<file path="src/rtl/map_scroll_pkg.sv">
// map_scroll_pkg: shared constants and helper functions for the map scroll timer.
// Holds the default period curve, the level-saturation rule and the
// level -> period function (clamped, never zero).
package map_scroll_pkg;

  localparam int DEF_LEVELS     = 8;
  localparam int DEF_P_SLOW     = 75;
  localparam int DEF_P_STEP     = 9;
  localparam int DEF_P_MIN      = 12;
  localparam int DEF_RAMP_TICKS = 20000;
  localparam int DEF_BASE_MAX   = 3;

  // Scroll period in enabled ticks for a given level: linear descent from
  // p_slow, floored at p_min, and never allowed to reach zero.
  function automatic int period_of(input int lvl, input int p_slow,
                                   input int p_step, input int p_min);
    int p;
    p = p_slow - lvl * p_step;
    if (p < p_min) p = p_min;
    if (p < 1) p = 1;
    return p;
  endfunction

  // Clamp a base+velocity sum to the highest legal level index.
  function automatic int sat_level(input int sum, input int levels);
    return (sum > levels - 1) ? levels - 1 : sum;
  endfunction

endpackage

</file>
<file path="src/rtl/map_scroll_pwm.sv">
// map_scroll_pwm: velocimeter PWM generator. A free-running frame counter
// compares against a high-width that is only reloaded at the frame wrap, so
// a level change never produces a truncated or glitch pulse mid-frame.
// Only instantiated when MAP_SCROLL_PWM_EN is defined.
module map_scroll_pwm #(
  parameter int LVL_W      = 3,
  parameter int PWM_PERIOD = 1000,
  parameter int PWM_MIN    = 35,
  parameter int PWM_STEP   = 10
) (
  input  logic             clock,
  input  logic             reset,
  input  logic             restart,
  input  logic [LVL_W-1:0] level,
  output logic             pwm
);

  localparam int CNT_W = $clog2(PWM_PERIOD + 1);
  localparam logic [CNT_W-1:0] FRAME_LAST = CNT_W'(PWM_PERIOD - 1);

  logic [CNT_W-1:0] frame_reg;
  logic [CNT_W-1:0] width_reg;
  logic [CNT_W-1:0] width_next;

  assign width_next = CNT_W'(PWM_MIN + int'(level) * PWM_STEP);

  // Frame counter runs on every clock; width is captured only at the wrap.
  // After reset the first frame stays dark because width starts at zero.
  always_ff @(posedge clock or negedge reset) begin
    if (!reset) begin
      frame_reg <= '0;
      width_reg <= '0;
    end else if (restart) begin
      frame_reg <= '0;
      width_reg <= '0;
    end else if (frame_reg == FRAME_LAST) begin
      frame_reg <= '0;
      width_reg <= width_next;
    end else begin
      frame_reg <= frame_reg + CNT_W'(1);
    end
  end

  assign pwm = (frame_reg < width_reg);

endmodule

</file>
<file path="src/rtl/map_scroll_timer.sv">
// map_scroll_timer: single elapsed-tick counter compared against a period
// derived from the effective level (ramp base + player velocity), so a speed
// change takes effect immediately without losing a scroll step.
// Optional velocimeter PWM output enabled by defining MAP_SCROLL_PWM_EN.
module map_scroll_timer import map_scroll_pkg::*; #(
  parameter int LEVELS     = DEF_LEVELS,
  parameter int LVL_W      = 3,
  parameter int PLAYER_W   = 2,
  parameter int PERIOD_W   = 16,
  parameter int P_SLOW     = DEF_P_SLOW,
  parameter int P_STEP     = DEF_P_STEP,
  parameter int P_MIN      = DEF_P_MIN,
  parameter int RAMP_TICKS = DEF_RAMP_TICKS,
  parameter int BASE_MAX   = DEF_BASE_MAX
`ifdef MAP_SCROLL_PWM_EN
  ,
  parameter int PWM_PERIOD = 1000,
  parameter int PWM_MIN    = 35,
  parameter int PWM_STEP   = 10
`endif
) (
  input  logic                clock,
  input  logic                reset,
  input  logic                restart,
  input  logic                count_map,
  input  logic [PLAYER_W-1:0] velocity,
  output logic                move_map,
  output logic [LVL_W-1:0]    level,
  output logic [LVL_W-1:0]    base_level,
  output logic                max_base,
  output logic                pwm
);

  localparam int RAMP_W = $clog2(RAMP_TICKS + 1);
  localparam logic [RAMP_W-1:0] RAMP_LAST = RAMP_W'(RAMP_TICKS - 1);
  localparam logic [LVL_W-1:0]  BASE_TOP  = LVL_W'(BASE_MAX);

  logic [PERIOD_W-1:0] elapsed_reg;
  logic [RAMP_W-1:0]   ramp_reg;
  logic [RAMP_W-1:0]   ramp_next;
  logic [LVL_W-1:0]    base_reg;
  logic [LVL_W-1:0]    base_next;
  logic [LVL_W-1:0]    level_reg;
  logic                move_reg;
  logic                max_reg;

  logic [LVL_W:0]      lvl_sum;
  logic [LVL_W-1:0]    eff_level;
  logic [PERIOD_W-1:0] period;
  logic [PERIOD_W:0]   elapsed_inc;
  logic                period_done;

  // Effective level and its period; one extra bit keeps the sum from wrapping
  // before it is saturated, and the compare is done one bit wider as well.
  always_comb begin
    lvl_sum     = (LVL_W+1)'(base_reg) + (LVL_W+1)'(velocity);
    eff_level   = LVL_W'(sat_level(int'(lvl_sum), LEVELS));
    period      = PERIOD_W'(period_of(int'(eff_level), P_SLOW, P_STEP, P_MIN));
    elapsed_inc = {1'b0, elapsed_reg} + (PERIOD_W+1)'(1);
    period_done = (elapsed_inc >= {1'b0, period});
  end

  // Difficulty ramp: base level climbs every RAMP_TICKS enabled ticks until it
  // saturates, after which the ramp counter parks at zero.
  always_comb begin
    ramp_next = ramp_reg;
    base_next = base_reg;
    if (count_map && (base_reg < BASE_TOP)) begin
      if (ramp_reg == RAMP_LAST) begin
        ramp_next = '0;
        base_next = base_reg + LVL_W'(1);
      end else begin
        ramp_next = ramp_reg + RAMP_W'(1);
      end
    end
  end

  // State update: scroll counter, ramp, and registered status outputs.
  always_ff @(posedge clock or negedge reset) begin
    if (!reset) begin
      elapsed_reg <= '0;
      ramp_reg    <= '0;
      base_reg    <= '0;
      level_reg   <= '0;
      move_reg    <= 1'b0;
      max_reg     <= 1'b0;
    end else if (restart) begin
      elapsed_reg <= '0;
      ramp_reg    <= '0;
      base_reg    <= '0;
      level_reg   <= '0;
      move_reg    <= 1'b0;
      max_reg     <= 1'b0;
    end else begin
      level_reg <= eff_level;
      ramp_reg  <= ramp_next;
      base_reg  <= base_next;
      max_reg   <= (base_next == BASE_TOP);
      if (count_map) begin
        if (period_done) begin
          elapsed_reg <= '0;
          move_reg    <= 1'b1;
        end else begin
          elapsed_reg <= elapsed_inc[PERIOD_W-1:0];
          move_reg    <= 1'b0;
        end
      end else begin
        move_reg <= 1'b0;
      end
    end
  end

  assign move_map   = move_reg;
  assign level      = level_reg;
  assign base_level = base_reg;
  assign max_base   = max_reg;

`ifdef MAP_SCROLL_PWM_EN
  map_scroll_pwm #(
    .LVL_W      (LVL_W),
    .PWM_PERIOD (PWM_PERIOD),
    .PWM_MIN    (PWM_MIN),
    .PWM_STEP   (PWM_STEP)
  ) u_pwm (
    .clock   (clock),
    .reset   (reset),
    .restart (restart),
    .level   (level_reg),
    .pwm     (pwm)
  );
`else
  assign pwm = 1'b0;
`endif

endmodule

</file>
<file path="config.mk">
export PLATFORM = sky130hd
export DESIGN_NAME = map_scroll_timer
export DESIGN_NICKNAME = d
export VERILOG_FILES = /design/src/rtl/map_scroll_pkg.sv /design/src/rtl/map_scroll_pwm.sv /design/src/rtl/map_scroll_timer.sv
export SDC_FILE = /design/constraint.sdc
export NUM_CORES = 1
export LEC_CHECK = 0
export ABC_AREA = 1
export CORE_AREA = 5 5 84 86
export CTS_CLUSTER_DIAMETER = 30
export DETAILED_ROUTE_END_ITERATION = 8
export DIE_AREA = 0 0 89 91
export GPL_ROUTABILITY_DRIVEN = 0
export GPL_TIMING_DRIVEN = 0
export PLACE_DENSITY = 0.67
export SYNTH_ARGS = -nofsm -noshare
export SYNTH_HDL_FRONTEND = slang
export SYNTH_HIERARCHICAL = 1
export SYNTH_SLANG_ARGS = --single-unit
</file>
<file path="constraint.sdc">
create_clock -name clock -period 7.2 [get_ports clock]
set_clock_uncertainty 0.1 [all_clocks]
set_input_delay 1.44 -clock clock [delete_from_list [all_inputs] [get_ports clock]]
set_output_delay 1.44 -clock clock [all_outputs]
set_load 0.05 [all_outputs]
</file>
# Word-level counts from Yosys, hierarchy flattened
# Index checks and enable logic that the tools add are counted.
# word_totals
regBits,39
inputBits,6
out_inout_bits,9
# classes
add_sub_neg,5
mul,1
magnitude_cmp,5
n_eq_ne,2
mux,17
reduce_logical,3
# op_table
operator,count
two-way mux 16 bit,4
two-way mux 15 bit,3
"< comparator 32 x 2 -> 1 bit, second input constant",1
two-way mux 32 bit,1
"adder 16 x 1 -> 17 bit, second input constant",1
>= comparator 17 x 16 -> 1 bit,1
"adder 15 x 1 -> 15 bit, second input constant",1
"equality test 15 bit, second input constant",1
two-way mux 3 bit,5
"< comparator 8 x 5 -> 1 bit, second input constant",1
"subtractor 7 x 7 -> 8 bit, first input constant",1
"multiplier 3 x 4 -> 7 bit, second input constant",1
adder 3 x 2 -> 4 bit,1
"greater-than comparator 4 x 3 -> 1 bit, second input constant",1
two-way mux 1 bit,4
nonzero test 2 bit,2
"adder 3 x 1 -> 3 bit, second input constant",1
"equality test 3 x 2 -> 1 bit, second input constant",1
"< comparator 3 x 2 -> 1 bit, second input constant",1
logical AND 1 bit,1

# Logic depth before layout (Yosys ltp)
# Gate-level depths: netlist (run 1).
# logic_depth
depth_word,13
depth_mapped,32
depth_no_buf,31

# Least setup slack after synthesis (run 1)
# Ideal clock, no wire load.
# synth_timing
path_kind,in2reg
start,input port velocity[0]
end,register elapsed_reg[10]
setup_ns,0.118
arrival_time_ns,4.890
setup_slack_ns,2.092
cell_stages,31
n_path_buf,1
path_cell_list,ha_1 > fa_1 > or2_2 > nand3_1 > ha_1 > inv_1 > xor2_1 > inv_1 > nand2_1 > a21oi_1 > ha_1 > inv_1 > nand2_1 > nor3_1 > nand3_1 > nor2_1 > a21oi_1 > nand2_1 > ha_1 > nand2_1 > inv_1 > nand2_1 > nor2_1 > inv_1 > nor2_1 > nand2_1 > nor2_2 > nor2_4 > buf_6 > nand4_1 > nand2_1
# synth_via
elab_chain_cells,13
# synth_rtl
element,line_no,rtl
"start, declared",map_scroll_timer.sv:26,"input logic [PLAYER_W-1:0] velocity,"
adder 3 x 2 -> 4 bit *,map_scroll_timer.sv:56,lvl_sum = (LVL_W+1)'(base_reg) + (LVL_W+1)'(velocity);
greater-than comparator 4 x 3 -> 1 bit,map_scroll_pkg.sv:26,return (sum > levels - 1) ? levels - 1 : sum;
two-way mux 3 bit *,map_scroll_pkg.sv:26,
multiplier 3 x 4 -> 7 bit *,map_scroll_pkg.sv:18,p = p_slow - lvl * p_step;
subtractor 7 x 7 -> 8 bit *,map_scroll_pkg.sv:18,
< comparator 8 x 5 -> 1 bit,map_scroll_pkg.sv:19,if (p < p_min) p = p_min;
two-way mux 32 bit *,map_scroll_pkg.sv:19,
< comparator 32 x 2 -> 1 bit,map_scroll_pkg.sv:20,if (p < 1) p = 1;
two-way mux 16 bit *,map_scroll_pkg.sv:20,
>= comparator 17 x 16 -> 1 bit *,map_scroll_timer.sv:60,"period_done = (elapsed_inc >= {1'b0, period});"
two-way mux 16 bit *,map_scroll_timer.sv:100,if (period_done) begin
two-way mux 16 bit *,map_scroll_timer.sv:99,if (count_map) begin
two-way mux 16 bit *,map_scroll_timer.sv:87,end else if (restart) begin
"end signal, assigned",map_scroll_timer.sv:104,elapsed_reg <= elapsed_inc[PERIOD_W-1:0];
"end, declared",map_scroll_timer.sv:38,logic [PERIOD_W-1:0] elapsed_reg;
# Mark *: on every way between the ends. The rest lies on a longest branch, timed or not. The select of a mux whose other input is x is not followed.
# A chain may end at the register's enable or synchronous reset.

# Worst setup path in the final report (run 1)
# Ends and elaborated chain as after synthesis.

==> reports/qor.yml, run 1 <==
drt-met1-wl_um: 3010
chipWidth_um: 89
antenna_cells: 0
grt_max_degree: 40
cts_tree: "built"
largest_reg_flops: 16
post_route_fraction_of_the_period_consumed_by_the_critical_path_pct: 78.6
cts_max_level: 2
detailed_place_hpwl_um: 4860
post_synth_inst_count: 420
setup_viol: 0
status: "finished clean"
critical-path-top-cell-by-count: "sky130_fd_sc_hd__nand2_1"
worst_slack_ns: 1.54
nNetsFinal: 471
final_hold_viol_count: 0
placement.io_buffers: 13
post_synth_instance_area_um2: 3020
root_buffer: "sky130_fd_sc_hd__clkbuf_8"
grt_usage_pct: 17.4
route.detailed.drc: 0
chipHeight_um: 91
crit_path_end: "elapsed_reg[10]"
synth_edf_count: 0
detailedRoute.firstIterationViolations: 110
area_growth_syn_to_layout_pct: 12.4
worstReg2RegStart: "base_level[0]"
timing.critical_path.arrival_ns: 5.75
post_route_cells_drive_above_1_share_pct: 9.68
post_cts.repair.setup_buffers: 0
worst-r2r-setup-slack_ns: 2.62
critical_path.max_stage_delay_ns: 0.40
clock_path_buffers: 2
final_max_slew_viol_count: 0
fin_tns_setup_ns: 0
detail_route.vias_per_cell: 5.04
synth_area_per_cell_um2: 7.18
synth_most_common_cell: "sky130_fd_sc_hd__nand2_1"
first_pass_iters: 4
antenna_violations_before_repair: 0
cts-buffers-inserted: 5
worst-setup-path-type: "in2reg"
r2r_cells: 31
gr_overflow_total: 0
cp_slowest_cell: "sky130_fd_sc_hd__clkdlybuf4s50_1"
worstSkewPairLatency_ns: 0.31
worst_ir_drop_vdd_mv: 0.102
grt_pass1_vias: 2503
synth_flop_cell: "sky130_fd_sc_hd__dfrtp_1"
cts_repair_resize_count: 0
postSynth.asyncResetShare_pct: 100
grt_first_pass_wirelength_um: 11400
wl_per_cell_um: 12.0
initial_standard_cell_utilization_of_the_core_pct: 48.6
worstSetupStartpointType: "input port"
timing.critical_path.from: "velocity[0]"
reg_to_reg_critical_path_endpoint: "elapsed_reg[10]"
place_ws_ns: 1.28
routed_wirelength_um: 6260
wl_met2_um: 3030
power_density_relative_to_cell_area_nw_per_um2: 153
sort_of_element_at_the_end_of_the_critical_path: "flip-flop"
synth_seq_area_share_pct: 32.4
ys.warnings.count: 6
achievable-frequency_mhz: 177
slew_headroom_pct: 42.3
yosys.area.top_type: "sky130_fd_sc_hd__dfrtp_1"
synth.top_cell.area_share_pct: 32.4
cts.sinks: 39
rsz_0062_raised_after_global_routing: "no"
synth.cells.most_frequent: "sky130_fd_sc_hd__nand2_1, sky130_fd_sc_hd__inv_1, sky130_fd_sc_hd__nor2_1"
finalWorstPathRequiredPeriod_ns: 5.66
power_leakage_nw: 1.78
synth_cell_type_count: 33
placeableCoreArea_um2: 6200
dr_wl_met3_um: 149
rows: 29
drtAntennaViolNets: 0
cts_hold_repair.buffers: 0
worst_hold_path_type: "reg2reg"
worst_slew_pin_slew_ns: 0.865
critical_path_peak_fanout: 10
number_of_ports_placed_on_the_die_boundary: 15
design.die.area_um2: 8100
max-cap-violations: 0
register_clock_pin_slew_on_the_reported_worst_setup_and_hold_paths_ns: 0.08
routed-via-count: 2626
worst-endpoint-required_ns: 7.29
highest-signal-layer: "met4"
synth.area.top_cells: "sky130_fd_sc_hd__dfrtp_1, sky130_fd_sc_hd__nand2_1, sky130_fd_sc_hd__ha_1"
synth-seq-cells: 39
-- metrics by stage --
stage	total power [mW]	area (µm²)	instances	hold WS, ns	util [%]
after floorplan	0.276	3030	423	0.334	-
after global placement	0.294	3250	513	0.369	52.4
after detailed placement	0.296	3250	513	0.369	52.3
after CTS	0.526	3390	521	0.381	54.6
after global routing	0.545	3390	521	0.398	54.6
final	0.519	3390	521	0.380	54.6
-- how the worst min path moves through the flow --
| stage | start | to | slack, ns | cells past startpoint |
|---|---|---|---|---|
| detailed placement | ramp_reg[14] | ramp_reg[14] | 0.37 | 1 |
| floorplan | ramp_reg[14] | ramp_reg[14] | 0.33 | 1 |
| global placement | ramp_reg[14] | ramp_reg[14] | 0.37 | 1 |
| CTS | ramp_reg[14] | ramp_reg[14] | 0.38 | 1 |
| global route | ramp_reg[14] | ramp_reg[14] | 0.40 | 1 |
| finish | ramp_reg[14] | ramp_reg[14] | 0.38 | 1 |
-- placed cells by master, fill, tap and decap left out, drive strengths merged --
master         instances
nand2                118
nor2                  68
inv                   61
dfrtp                 39
nand4                 27
ha                    21
nand3                 21
a21oi                 16
clkdlybuf4s50         12
nor3                  10
xor2                  10
o21ai                  7
clkbuf                 6
conb                   5
buf                    5
or2                    3
nand3b                 3
xnor2                  2
bufinv                 2
nor3b                  1
nor4                   1
a21boi                 1
o211ai                 1
a2bb2oi                1
a32o                   1
dlygate4sd3            1
fa                     1
-- layout make-up --
type,instances,area (µm²)
Tap cell,77,96.3
Clock inverter,3,71.3
Clock buffer,5,68.8
Buffer,6,55.1
Multi-Input combinational cell,318,1770
Fill cell,617,2820
Inverter,60,225
Timing Repair Buffer,13,125
Sequential cell,39,976
-- worst max-delay path: cells and delay by family --
family	cells	cell delay (ns)
AO/OA/AOI/OAI	2	0.15
XOR/XNOR	1	0.19
adder cells (fa/ha/maj)	5	1.29
AND/OR/NAND/NOR	17	1.80
buffers and inverters	7	0.85
-- cell families after synthesis --
kind of cell	share of synthesized area, %
other	0.249
AND/OR/NAND/NOR	39.9
XOR/XNOR	3.49
AO/OA/AOI/OAI	5.31
buffers and inverters	9.29
adder cells (fa/ha/maj)	9.38
flip-flops	32.4
-- metal layers --
metal / vias to the layer above / track usage, %
met5: - / 0
met4: 0 / 5.09
met3: 5 / 2.71
met2: 33 / 28.3
met1: 1199 / 23.7
li1: 1389 / -
-- power by group --
part / leakage, nW / total, mW / internal (mW) / switching, mW
Combinational: 1.17 / 0.0592 / 0.0210 / 0.0383
Sequential: 0.539 / 0.231 / 0.226 / 0.00566
Clock: 0.0703 / 0.229 / 0.141 / 0.0881
Note: power is estimated with default switching activity, not from simulation.
==> run 2, diff against run 1 <==
Clock period 7.2 ns to 5.4 ns, I/O delays scaled along.
==> reports/qor.yml, run 2 (synthesis gave the netlist of run 1 again) <==
antenna_cells: 0  # unchanged
setup_viol: 0  # unchanged
cts_max_level: 2  # unchanged
stdcell_area_um2: 3420  # +0.92%
cts.sinks: 39  # unchanged
grt_use_met1_pct: 23.7  # unchanged
worst_hold_path_type: "reg2reg"
routed-via-count: 2635  # +0.34%
post_route_cells_drive_above_1_share_pct: 10.8  # +1.1 points
detailed_place.area_um2: 3250  # unchanged
post_layout_util_pct: 55.1  # +0.50 points
final_max_slew_viol_count: 0  # unchanged
placement.io_buffers: 13  # unchanged
drtAntennaViolNets: 0  # unchanged
power_leakage_nw: 1.79  # +0.63%
grt_max_degree: 40  # unchanged
number_of_ports_placed_on_the_die_boundary: 15  # unchanged
initial_standard_cell_utilization_of_the_core_pct: 48.6  # unchanged
pwr-share-clk_pct: 43.9  # -0.2 points
final_hold_viol_count: 0  # unchanged
achievable-frequency_mhz: 195
wl_per_cell_um: 12.1  # +0.75%
switching_share_of_total_power_pct: 25.2  # -0.18 points
chipWidth_um: 89  # unchanged
rsz_0062_raised_after_global_routing: "no"
cts_tree: "built"
critical_path_peak_fanout: 10  # unchanged
commonest_non_fill_non_tap_cells_in_the_layout: "sky130_fd_sc_hd__nand2_1, sky130_fd_sc_hd__inv_1, sky130_fd_sc_hd__nor2_1"
antenna_violations_before_repair: 0  # unchanged
critical_path.max_stage_delay_ns: 0.46  # +0.06 ns
timing.critical_path.arrival_ns: 5.21  # -0.54 ns
worst-setup-path-type: "in2reg"
clock_path_buffers: 2  # unchanged
gr-max-usage-layer: "met2"
detail_route.vias_per_cell: 5.05  # +0.15%
placeableCoreArea_um2: 6200  # unchanged
rows: 29  # unchanged
routed_wirelength_um: 6310  # +0.94%
internal_power_mw: 0.517  # +33%
worst_slew_pin_slew_ns: 0.864  # -0.00108 ns
detailed_place_hpwl_um: 4860  # unchanged
largest_reg_flops: 16  # unchanged
root_buffer: "sky130_fd_sc_hd__clkbuf_8"
sort_of_element_at_the_end_of_the_critical_path: "flip-flop"
worstSetupStartpointType: "input port"
post_route_fraction_of_the_period_consumed_by_the_critical_path_pct: 94.9
nNetsFinal: 472  # +0.21%
worstSkewPairLatency_ns: 0.30  # about the same
max-cap-violations: 0  # unchanged
power_density_relative_to_cell_area_nw_per_um2: 202  # +32%
grt_usage_pct: 17.4  # unchanged
worst_ir_drop_vdd_mv: 0.136  # +33%
design.die.area_um2: 8100  # unchanged
cts-buffers-inserted: 5  # unchanged
critical-path-top-cell-by-count: "sky130_fd_sc_hd__nand2_1"
worst-endpoint-required_ns: 5.49  # -1.80 ns
cp_slowest_cell: "sky130_fd_sc_hd__clkdlybuf4s50_1"
cts_hold_repair.buffers: 0  # unchanged
grt_first_pass_wirelength_um: 11400  # unchanged
p_seq_share_pct: 44.6  # about the same
chipHeight_um: 91  # unchanged
first_pass_iters: 4  # unchanged
slew_headroom_pct: 42.4  # +0.072 points
area_growth_syn_to_layout_pct: 13.4
grtUsageMet2_pct: 28.3  # unchanged
finalWorstPathRequiredPeriod_ns: 5.13
detailedRoute.firstIterationViolations: 121  # +10%
total_switching_power_mw: 0.174  # +32%
grt_pass1_vias: 2503  # unchanged
route.detailed.drc: 0  # unchanged
mostFrequentLayoutCell: "sky130_fd_sc_hd__nand2_1"
gr_overflow_total: 0  # unchanged
register_clock_pin_slew_on_the_reported_worst_setup_and_hold_paths_ns: 0.08  # about the same
status: "finished clean"
grt.met3_usage_pct: 2.71  # unchanged
power.share.combinational_pct: 11.5  # about the same
==> run 2: timing repair <==
item,4_1_cts,5_1_grt
buffers inserted,0,1
endpoints found under the setup margin,0,16
resized for setup,0,7
==> run 2: final timing paths <==
path	start	end	slack, ns	cells after the start
max	velocity[0]	elapsed_reg[10]	0.27	32
min	ramp_reg[14]	ramp_reg[14]	0.38	1
max reg2reg	base_level[0]	elapsed_reg[10]	1.00	31
min reg2reg	ramp_reg[14]	ramp_reg[14]	0.38	1
max in group asynchronous	reset	ramp_reg[10]	3.88	1
min in group asynchronous	reset	elapsed_reg[1]	0.78	1
==> run 2: critical path: cells and delay by family <==
family                   cells  cell delay, ns
XOR/XNOR                     1            0.19
adder cells (fa/ha/maj)      5            1.33
AO/OA/AOI/OAI                2            0.15
AND/OR/NAND/NOR             16            1.44
buffers and inverters        8            1.01
==> run 2: power groups by stage <==
stage	clock network, mW	logic, mW	registers (mW)
6_report	0.303	0.0795	0.309
5_1_grt	0.325	0.0934	0.309
3_5_place_dp	0	0.0802	0.314
3_3_place_gp	0	0.0783	0.314
4_1_cts	0.312	0.0804	0.308
2_1_floorplan	0	0.0530	0.315
==> run 2: cell type report <==
cell class                 count  area, µm²
clock inverter                 3       71.3
clock buffer                   5       68.8
buffer                         6       55.1
tap                           77       96.3
sequential                    39        976
multi-input combinational    318       1790
inverter                      60        225
timing repair buffer          14        133
fill                         615       2790
==> run 2: through the flow <==
stage          cells  hold WS [ns]  setup TNS, ns  total power [mW]  worst slack [ns]
2_1_floorplan    423         0.334              0             0.369             0.652
6_report         522         0.380              0             0.691             0.274
3_5_place_dp     513         0.369          -1.64             0.394            -0.158
3_3_place_gp     513         0.369          -1.03             0.392            -0.109
4_1_cts          521         0.381              0             0.701             0.129
5_1_grt          522         0.398              0             0.727            0.0206
==> run 2: routing by layer <==
| metal | part of all wire, % | up-vias |
|---|---|---|
| met3 | 2.6 | 5 |
| met2 | 49 | 38 |
| met4 | 0.98 | 0 |
| met5 | 0 | - |
| li1 | - | 1390 |
| met1 | 48 | 1202 |
==> run 3, diff against run 2 <==
Settings changed: CORE_AREA 5 5 84 86 to 2 2 81 83, DIE_AREA 0 0 89 91 to 0 0 83 85, PLACE_DENSITY 0.67 to 0.7.
Clock period 5.4 ns to 4.4 ns, I/O delays scaled along.
==> reports/qor.yml, run 3 (synthesis gave the netlist of run 1 again) <==
clock_path_buffers: 2  # unchanged
grt_pass1_vias: 2719  # +8.6%
cts_tree: "built"
fin_worst_hold_slack_ns: 0.381  # +0.00168 ns
finalWorstPathRequiredPeriod_ns: 4.55
final_max_slew_viol_count: 0  # unchanged
number_of_ports_placed_on_the_die_boundary: 15  # unchanged
cts_max_level: 2  # unchanged
path_buf_inv: 9  # +1
register_clock_pin_slew_on_the_reported_worst_setup_and_hold_paths_ns: 0.07  # about the same
failed_checks: "negative setup slack"
crit_family: "simple AND/OR/NAND/NOR gates"
first_pass_iters: 4  # unchanged
crit_path_end: "elapsed_reg[8]"
critical_path_depth: 31  # -3.1%
sort_of_element_at_the_end_of_the_critical_path: "flip-flop"
worstReg2RegStart: "base_level[0]"
area_growth_syn_to_layout_pct: 22.4
worstSkewPairLatency_ns: 0.30  # about the same
rsz_0062_raised_after_global_routing: "yes"
final_hold_viol_count: 0  # unchanged
gr_overflow_total: 0  # unchanged
worstSetupStartpointType: "input port"
worst-endpoint-required_ns: 4.48  # -1.01 ns
power_density_relative_to_cell_area_nw_per_um2: 222  # +9.7%
detailedRoute.firstIterationViolations: 154  # +27%
post_layout_util_pct: 59.5  # +4.4 points
achievable-frequency_mhz: 220
grt_max_degree: 40  # unchanged
post_route_cells_drive_above_1_share_pct: 20.7  # +9.9 points
worst-setup-path-type: "in2reg"
timing.critical_path.arrival_ns: 4.63  # -0.58 ns
worst_slew_pin_slew_ns: 0.861  # -0.00267 ns
commonest_non_fill_non_tap_cells_in_the_layout: "sky130_fd_sc_hd__nand2_1, sky130_fd_sc_hd__inv_1, sky130_fd_sc_hd__nor2_1"
timing.critical_path.from: "velocity[0]"
mostFrequentLayoutCell: "sky130_fd_sc_hd__nand2_1"
total_power_mw: 0.818  # +18%
routed-via-count: 2796  # +6.1%
timing.hold.worst_path_depth: 1  # unchanged
rows: 29  # unchanged
routed_wirelength_um: 7070  # +12%
worst_slack_ns: -0.153  # -0.427 ns
route.detailed.drc: 0  # unchanged
power_leakage_nw: 1.87  # +4.4%
antenna_violations_before_repair: 0  # unchanged
largest_reg_flops: 16  # unchanged
number_of_placed_instances_taps_included: 513  # unchanged
hold_start: "ramp_reg[14]"
final_cells: 541  # +3.6%
design.die.area_um2: 7060  # -13%
placement.io_buffers: 13  # unchanged
detail_route.vias_per_cell: 5.17  # +2.4%
critical_path_peak_fanout: 5  # -5
chipHeight_um: 85  # -6.6%
detailed_place_hpwl_um: 4920  # +1.3%
reg_to_reg_critical_path_endpoint: "elapsed_reg[8]"
drtAntennaViolNets: 0  # unchanged
grt_usage_pct: 21.0  # +3.6 points
wl_per_cell_um: 13.1  # +8.1%
grt_first_pass_wirelength_um: 12200  # +6.5%
setup_viol: 17  # +17
initial_standard_cell_utilization_of_the_core_pct: 48.6  # unchanged
post_route_fraction_of_the_period_consumed_by_the_critical_path_pct: 103
worst-r2r-setup-slack_ns: 0  # -1.00 ns
critical_path.max_stage_delay_ns: 0.34  # -0.12 ns
antenna_cells: 0  # unchanged
slew_headroom_pct: 42.6  # +0.18 points
worst_hold_path_type: "reg2reg"
status: "finished with violations"
worst_ir_drop_vdd_mv: 0.187  # +38%
root_buffer: "sky130_fd_sc_hd__clkbuf_8"
cp_slowest_cell: "sky130_fd_sc_hd__fa_2"
chipWidth_um: 83  # -6.7%
r2r_cells: 30  # -3.2%
max-cap-violations: 0  # unchanged
cts_hold_repair.buffers: 0  # unchanged
nNetsFinal: 491  # +4.0%
cts-buffers-inserted: 5  # unchanged
cts.sinks: 39  # unchanged
placeableCoreArea_um2: 6200  # unchanged
run 3: worst min path at each step:
stage | to | slack [ns]
after floorplan | ramp_reg[14] | 0.33
after global placement | ramp_reg[14] | 0.37
after detailed placement | ramp_reg[14] | 0.37
after CTS | ramp_reg[14] | 0.38
after global routing | ramp_reg[14] | 0.40
final | ramp_reg[14] | 0.38
run 3: area by class of cell:
type | instances | area, µm²
Fill cell | 555 | 2510
Clock buffer | 5 | 68.8
Sequential cell | 39 | 976
Multi-Input combinational cell | 318 | 1940
Timing Repair Buffer | 33 | 279
Buffer | 6 | 55.1
Clock inverter | 3 | 46.3
Inverter | 60 | 225
Tap cell | 77 | 96.3
run 3: where the power goes:
part | internal, mW | switching [mW]
Clock | 0.171 | 0.140
Combinational | 0.0513 | 0.0772
Sequential | 0.369 | 0.00912
run 3: stage by stage:
step	instance area [µm²]	setup TNS, ns	setup slack, ns
2_1_floorplan	3080	-0.145	-0.0145
3_3_place_gp	3300	-11.51	-0.739
3_5_place_dp	3300	-12.80	-0.826
4_1_cts	3610	-0.754	-0.0670
5_1_grt	3690	-5.48	-0.357
6_report	3690	-2.14	-0.153
run 3: per-layer routing:
metal	global-route usage, %	vias to the layer above	wire length, µm
met3	3.31	12	246
met2	37.1	58	3610
met4	6.86	0	94
met1	26.3	1305	3120
met5	0	-	0
li1	-	1421	-
run 3: what timing repair did:
item                                    4_1_cts  5_1_grt
pin swaps                                    24       26
gates cloned                                  1        0
buffers inserted                             17        2
resized for setup                            20       20
endpoints found under the setup margin       17       17
run 3: worst reg2reg max path, delay by kind of cell, from the launching register on:
kind                     cells  cell delay, ns
AO/OA/AOI/OAI                1            0.05
XOR/XNOR                     1            0.19
AND/OR/NAND/NOR             15            1.43
buffers and inverters        8            0.83
flip-flops                   1            0.47
adder cells (fa/ha/maj)      5            1.21
